`config.mk`:
```
export PLATFORM = sky130hd
export DESIGN_NAME = vga_scan_ctrl
export DESIGN_NICKNAME = d
export VERILOG_FILES = /design/src/rtl/vga_scan_ctrl.sv
export SDC_FILE = /design/constraint.sdc
export NUM_CORES = 1
export LEC_CHECK = 0
export ABC_AREA = 1
export ABC_CLOCK_PERIOD_IN_PS = 1300
export BUFFER_PORTS_ARGS = -buffer_cell sky130_fd_sc_hd__buf_2
export CORE_MARGIN = 4
export CORE_UTILIZATION = 35
export DETAILED_ROUTE_END_ITERATION = 8
export PLACE_DENSITY = 0.69
export SETUP_SLACK_MARGIN = 0.3
export SYNTH_ARGS = -nofsm -noshare
export SYNTH_HDL_FRONTEND = slang
export SYNTH_SLANG_ARGS = --single-unit
```
`constraint.sdc`:
```
create_clock -name clk -period 1.3 [get_ports clk]
set_input_delay 0.065 -clock clk [delete_from_list [all_inputs] [get_ports clk]]
set_output_delay 0.065 -clock clk [all_outputs]
set_load 0.1 [all_outputs]
```
`src/rtl/vga_scan_ctrl.sv`:
```
// VGA raster timing generator. Drives the compositor read coordinates and emits
// syncs, active flag and blank-gated RGB aligned to the compositor latency, plus a frame tick.
module vga_scan_ctrl #(
  parameter int unsigned H_ACTIVE = 640,
  parameter int unsigned H_FP     = 16,
  parameter int unsigned H_SYNC   = 96,
  parameter int unsigned H_BP     = 48,
  parameter int unsigned V_ACTIVE = 480,
  parameter int unsigned V_FP     = 10,
  parameter int unsigned V_SYNC   = 2,
  parameter int unsigned V_BP     = 33,
  parameter int unsigned PIPE_LAT = 2,
  parameter bit          SYNC_POL = 1'b0
) (
  input  logic        clk,
  input  logic        rst,
  output logic [10:0] o_x_read,
  output logic [10:0] o_y_read,
  input  logic [3:0]  i_r,
  input  logic [3:0]  i_g,
  input  logic [3:0]  i_b,
  output logic        o_hsync,
  output logic        o_vsync,
  output logic [3:0]  o_r,
  output logic [3:0]  o_g,
  output logic [3:0]  o_b,
  output logic        o_active,
  output logic        o_frame_tick
);

  localparam int unsigned CW       = 11;
  localparam int unsigned RGBW     = 12;
  localparam int unsigned H_TOTAL  = H_ACTIVE + H_FP + H_SYNC + H_BP;
  localparam int unsigned V_TOTAL  = V_ACTIVE + V_FP + V_SYNC + V_BP;
  localparam int unsigned HS_START = H_ACTIVE + H_FP;
  localparam int unsigned HS_END   = HS_START + H_SYNC;
  localparam int unsigned VS_START = V_ACTIVE + V_FP;
  localparam int unsigned VS_END   = VS_START + V_SYNC;
  // One extra stage so the final flags line up with the registered RGB.
  localparam int unsigned DW       = PIPE_LAT + 1;

  logic [CW-1:0]   h_cnt_q, h_cnt_d;
  logic [CW-1:0]   v_cnt_q, v_cnt_d;
  logic [DW-1:0]   act_q, act_d;
  logic [DW-1:0]   hs_q, hs_d;
  logic [DW-1:0]   vs_q, vs_d;
  logic [RGBW-1:0] rgb_q, rgb_d;
  logic            tick_q, tick_d;
  logic            h_wrap;
  logic            act_raw;
  logic            hs_raw;
  logic            vs_raw;

  // Counters, raw timing flags and next-state for the delay chains.
  always_comb begin
    h_wrap  = (h_cnt_q == CW'(H_TOTAL - 1));
    h_cnt_d = h_wrap ? '0 : h_cnt_q + CW'(1);
    v_cnt_d = v_cnt_q;
    if (h_wrap) begin
      v_cnt_d = (v_cnt_q == CW'(V_TOTAL - 1)) ? '0 : v_cnt_q + CW'(1);
    end

    act_raw = (h_cnt_q < CW'(H_ACTIVE)) && (v_cnt_q < CW'(V_ACTIVE));
    hs_raw  = (h_cnt_q >= CW'(HS_START)) && (h_cnt_q < CW'(HS_END));
    vs_raw  = (v_cnt_q >= CW'(VS_START)) && (v_cnt_q < CW'(VS_END));

    // Sync chains carry pin levels so the last stage drives the pin directly.
    act_d  = {act_q[DW-2:0], act_raw};
    hs_d   = {hs_q[DW-2:0], hs_raw ? SYNC_POL : ~SYNC_POL};
    vs_d   = {vs_q[DW-2:0], vs_raw ? SYNC_POL : ~SYNC_POL};

    // Compositor output now belongs to the coordinate whose flag sits in stage DW-2.
    rgb_d  = act_q[DW-2] ? {i_r, i_g, i_b} : RGBW'(0);
    tick_d = (h_cnt_q == '0) && (v_cnt_q == CW'(V_ACTIVE));
  end

  always_ff @(posedge clk) begin
    if (rst) begin
      h_cnt_q <= '0;
      v_cnt_q <= '0;
      act_q   <= '0;
      hs_q    <= {DW{~SYNC_POL}};
      vs_q    <= {DW{~SYNC_POL}};
      rgb_q   <= '0;
      tick_q  <= 1'b0;
    end else begin
      h_cnt_q <= h_cnt_d;
      v_cnt_q <= v_cnt_d;
      act_q   <= act_d;
      hs_q    <= hs_d;
      vs_q    <= vs_d;
      rgb_q   <= rgb_d;
      tick_q  <= tick_d;
    end
  end

  assign o_x_read     = h_cnt_q;
  assign o_y_read     = v_cnt_q;
  assign o_active     = act_q[DW-1];
  assign o_hsync      = hs_q[DW-1];
  assign o_vsync      = vs_q[DW-1];
  assign o_r          = rgb_q[11:8];
  assign o_g          = rgb_q[7:4];
  assign o_b          = rgb_q[3:0];
  assign o_frame_tick = tick_q;

endmodule

```
==> results.py, run 1 <==
metrics = {
    "cts": {
        "cts_buffers": 5,
        "cts_tree": "yes",
        "clock_latency_ps": 300,
        "cts_root_buf": "clkbuf_8",
        "clkTransAtPathRegs_ps": 80,
        "cts.sinks": 44,
        "clockBufferDepth": 2,
        "h-tree-depth": 2,
    },
    "layout": {
        "num_antenna_cells": 0,
        "layout_common_cells": "38 x nand2_1, 33 x nor2_1, 29 x inv_1",
        "post-route-util_pct": 65.3,
        "drive_above_1_share_pct": 52.0,
        "layout_commonest_cell": "nand2_1",
        "fin_nets": 367,
        "area_growth_pct": 76.2,
    },
    "power_and_ir_drop": {
        "comb_power_share_pct": 13.8,
        "p_sw_share_pct": 26.5,
        "finalPower_mw": 2.76,
        "sequentialPowerShare_pct": 48.8,
        "peakVddDrop_mv": 0.586,
        "power_density_nw_per_um2": 806,
        "power.switching_uw": 731,
        "internal_power_mw": 2.03,
        "clkPwrFrac_pct": 37.4,
        "p_leak_nw": 1.47,
    },
    "critical_path": {
        "cp_max_fo": 6,
        "critical_path_class": "reg2reg",
        "cp.required_ps": 1490,
        "critPathLaunchType": "flop",
        "cp.arrival_ps": 1520,
        "cp-end-kind": "flop",
    },
    "route": {
        "post_drt_wl_per_cell_um": 13.2,
        "firstDrtPassIters": 4,
        "dr_total_vias": 1950,
        "wl_um": 5560,
        "drt_first_iter_violations": 84,
        "drtAntennaViolNets": 0,
        "vias_per_cell": 4.64,
        "drc": 0,
    },
    "sta": {
        "whs_ps": 19.5,
        "fin_tns_setup_ps": -226,
        "clock_skew_ps": 5.80,
        "period_needed_ps": 1330,
        "maxSlewHeadroom_pct": 82.2,
        "rsz0062_at_grt": "true",
        "maxSlewViolCount": 0,
        "finalHoldViolCount": 0,
        "setup_ws_ps": -32.2,
        "setup_viol": 14,
        "min_period_over_period_pct": 102,
        "tightest_slew_ps": 265,
        "max_freq_mhz": 751,
    },
    "synth": {
        "synth_nets": 274,
        "avgSynthCellArea_um2": 7.59,
        "synth-seq-area-share_pct": 45.4,
        "netlist_area_um2": 1940,
        "synth_top_area_share_pct": 45.4,
        "synth-seq-cells": 44,
        "ys_types": 29,
        "yosysWarningCount": 0,
        "synthCells": 256,
        "synth_area_leaders": "dfxtp_1 45%, nand2_1 8.5%, nor2_1 8.3%",
        "synth_top_area_cell": "dfxtp_1",
    },
    "placement": {
        "place_hpwl_um": 3540,
        "io_buffers": 51,
        "place.gp.congestion": 0.858,
    },
    "floorplan": {
        "core_area_um2": 5240,
        "die_area_um2": 6800,
        "die_y_um": 82.5,
        "io_pins": 52,
        "initial_core_util_pct": 37.1,
        "die_w_um": 82.5,
        "core.rowCount": 26,
    },
    "global_route": {
        "antenna_found_initial": 0,
        "grt_use_met3_pct": 4.99,
        "grt_max_degree": 15,
        "gr-total-overflow": 0,
        "grt_pass1_wl_um": 8520,
        "met1_usage_pct": 19.5,
        "grt-busiest-layer": "met2",
        "met2_usage_pct": 28.2,
        "grt_usage_pct": 16.3,
        "grt_pass1_vias": 1883,
    },
    "hold_path": {
        "hold_path_class": "in2reg",
    },
    "job": {
        "drv_cap": 0,
    },
    "outcome": {
        "run_status": "finished with violations",
        "failed_checks": "negative setup slack",
    },
}
## kinds of logic after synthesis
| group | Yosys count | share of synthesized area [%] |
|---|---|---|
| AOI/OAI and AO/OA | 17 | 4.83 |
| xor gates and xnor gates | 4 | 1.80 |
| DFF | 44 | 45.4 |
| buffers and inverters | 45 | 9.08 |
| adders and majority gates | 4 | 2.58 |
| and+or+nand+nor | 142 | 36.3 |
## power by group through the flow
| stage | Combinational, mW | Sequential (mW) | Clock [mW] |
|---|---|---|---|
| floorplan | 0.0613 | 1.51 | 0 |
| global placement | 0.272 | 1.37 | 0 |
| detailed placement | 0.274 | 1.37 | 0 |
| CTS | 0.349 | 1.34 | 1.07 |
| global route | 0.401 | 1.35 | 1.11 |
| finish | 0.380 | 1.35 | 1.03 |
## final cells by class
cell class                      instances  area (um2)
Clock buffer                            7         108
Clock inverter                          1        8.76
Fill cell                             417        1820
Inverter                               42         165
Multi-Input combinational cell        167        1120
Sequential cell                        44         963
Tap cell                               70        87.6
Timing Repair Buffer                   89         965
## sequential cells by signal, summed over array words and instances, names as in the netlist
signal,flops
o_y_read,11
rgb_q,12
o_frame_tick,1
act_q,3
o_x_read,11
vs_q,3
hs_q,3
## timing repair
action,CTS,global route
gates cloned,0,1
pin swaps,20,19
hold endpoints to repair,12,0
gates resized for setup,91,57
endpoints found under the setup margin,61,50
hold buffers,12,0
buffers inserted,7,7
## Yosys cell counts, drive strengths merged
cell type and number:
xnor2 1, o21ai 4, xor2 3, ha 4, dfxtp 44, nor2 50, inv 41, clkinv 1
o21bai 2, buf 1, clkbuf 2, nand3 16, nor3 11, o2111ai 1, or2 4, nor3b 4
nand4 7, nand2 50, a21oi 10
## per-stage QoR
stage / instance area (um2) / std cells / setup WS (ps)
finish: 3420 / 420 / -32.2
global route: 3420 / 420 / -84.3
CTS: 3130 / 412 / -20.8
detailed placement: 2520 / 385 / -43.1
global placement: 2520 / 385 / -70.3
floorplan: 2090 / 256 / -146
## worst max-delay path: stages, from the launching register on
cell and delay, ps:
dfxtp_4 380, ha_4 140, nand3_4 110, nor3_1 240
xor2_1 280, nor2_2 60
## final timing paths
| check | from | end | slack (ps) | cells after the start |
|---|---|---|---|---|
| min reg2reg | act_q[0] | act_q[1] | 410 | 2 |
| min | rst | o_y_read[6] | 20 | 2 |
| max reg2reg | o_x_read[0] | o_x_read[8] | -30 | 5 |
| max | o_x_read[0] | o_x_read[8] | -30 | 5 |
## layer usage
metal | vias to the layer above | part of all wire [%]
met5 | - | 0
met3 | 10 | 6.6
met2 | 56 | 51
met4 | 0 | 1.9
li1 | 990 | -
met1 | 894 | 40
Note: power is estimated with default switching activity, not from simulation.
==> run 2: changes to the inputs <==
Settings changed: ABC_CLOCK_PERIOD_IN_PS 1300 to 1100, SETUP_SLACK_MARGIN 0.3 to 0.4.
Clock period 1.3 ns to 1.1 ns, I/O delays scaled along.
==> results.py, run 2 (same netlist as run 1, synthesis figures left out) <==
metrics = {
    "outcome": {
        "run_status": "finished with violations",
        "failed_checks": "negative setup slack",
    },
    "sta": {
        "rsz0062_at_grt": "true",
        "finalHoldViolCount": 0,
        "min_period_over_period_pct": 131,
        "clock_skew_ps": 7.49,
        "setup_viol": 31,
        "tightest_slew_ps": 328,
        "setup_ws_ps": -340,
        "maxSlewHeadroom_pct": 78.0,
        "max_freq_mhz": 694,
        "period_needed_ps": 1440,
        "maxSlewViolCount": 0,
    },
    "placement": {
        "place_hpwl_um": 3880,
        "post_dp_cell_area_um2": 3180,
        "place.gp.congestion": 0.918,
        "io_buffers": 51,
    },
    "hold_path": {
        "hold_path_class": "in2reg",
        "worstHoldStart": "rst",
    },
    "floorplan": {
        "die_area_um2": 6800,
        "die_y_um": 82.5,
        "core.rowCount": 26,
        "die_w_um": 82.5,
        "core_area_um2": 5240,
        "io_pins": 52,
        "initial_core_util_pct": 37.1,
    },
    "route": {
        "vias_per_cell": 5.00,
        "drc": 0,
        "drtAntennaViolNets": 0,
        "post_drt_wl_per_cell_um": 16.7,
        "wl_um": 7910,
        "firstDrtPassIters": 6,
        "drt_first_iter_violations": 182,
        "dr_total_vias": 2365,
    },
    "power_and_ir_drop": {
        "power_density_nw_per_um2": 753,
        "p_leak_nw": 1.84,
        "peakVddDrop_mv": 0.766,
    },
    "critical_path": {
        "cp-end-kind": "flop",
        "critical_path_class": "reg2reg",
        "reg2reg_slack_ps": -340,
        "cp.required_ps": 1310,
        "critPathLaunchType": "flop",
        "cp_max_fo": 7,
        "r2r-start": "o_x_read[0]",
        "cp.arrival_ps": 1650,
        "critPathLaunch": "o_x_read[0]",
    },
    "cts": {
        "cts_buffers": 5,
        "cts_tree": "yes",
        "clkTransAtPathRegs_ps": 90,
        "h-tree-depth": 2,
        "cts_root_buf": "clkbuf_8",
        "clockBufferDepth": 2,
        "cts.sinks": 44,
        "clock_latency_ps": 300,
    },
    "layout": {
        "n_fill_cell": 258,
        "fin_nets": 420,
        "largest-register": "rgb_q",
        "area_growth_pct": 121,
        "layout_commonest_cell": "buf_4",
        "num_antenna_cells": 0,
        "post-route-util_pct": 81.9,
        "layout_common_cells": "42 x buf_4, 40 x buf_12, 35 x nand2_1",
        "largest_reg_flops": 12,
        "drive_above_1_share_pct": 67.0,
        "fin_area_um2": 4290,
    },
    "global_route": {
        "grt_usage_pct": 21.1,
        "gr-total-overflow": 0,
        "antenna_found_initial": 0,
        "grt_pass1_vias": 2227,
        "grt_pass1_wl_um": 10700,
        "grt_max_degree": 15,
    },
    "job": {
        "drv_cap": 0,
    },
}
[run 2: final timing paths]
path                                    end  cells past startpoint
worst max-delay path            o_y_read[9]                      8
worst min-delay path               act_q[1]                      2
worst max register to register  o_y_read[9]                      8
worst min register to register     act_q[1]                      2
[run 2: power breakdown]
part           leakage, nW  switching [mW]  internal (mW)  total [mW]
combinational         1.40           0.294          0.229       0.523
sequential           0.380          0.0271           1.57        1.60
clock               0.0521           0.594          0.513        1.11
total                 1.84           0.915           2.32        3.23
[run 2: final cells by class]
| cell class | instances | area, um2 | area share, % |
|---|---|---|---|
| tap | 70 | 87.6 | 2.04 |
| inverter | 42 | 170 | 3.97 |
| clock buffer | 6 | 82.6 | 1.93 |
| multi-input combinational | 167 | 1230 | 28.6 |
| timing repair buffer | 142 | 1720 | 40.2 |
| clock inverter | 2 | 12.5 | 0.292 |
| sequential | 44 | 985 | 23.0 |
[run 2: routing by layer]
metal  track usage, %  vias to the layer above  part of all wire [%]
met5                0                        -                     0
met4             6.64                        0                   3.6
met3             5.53                       30                   6.2
met2             37.1                      117                    52
met1             24.8                     1118                    38
li1                 -                     1100                     -
[run 2: timing repair]
item                       in CTS  in global routing
cloned                          1                  1
buffers inserted               19                 11
gates resized for setup       118                 44
hold endpoints to repair       12                  0
setup endpoints to repair      71                 77
pin swaps                      25                 17
hold buffers                   12                  0
[run 2: critical path, cell delays in order (launching register included)]
cell and delay (ps):
dfxtp_4 380, ha_4 160, nand3_4 120, inv_4 110, nand2_4 50, nor2_4 200
nand4_1 170, nand2_1 120, nor2_1 50
[run 2: stage by stage]
step                      worst slack [ps]  std cells  setup TNS (ps)  power (mW)  hold slack [ps]
after global routing                  -408        473           -7920        3.33             48.2
after floorplan                       -346        256           -7230        1.87              160
after detailed placement              -234        421           -3670        1.99              268
after CTS                             -208        461           -3840        3.17             23.4
final                                 -340        473           -6350        3.23             34.7
after global placement                -197        421           -3030        1.99              267
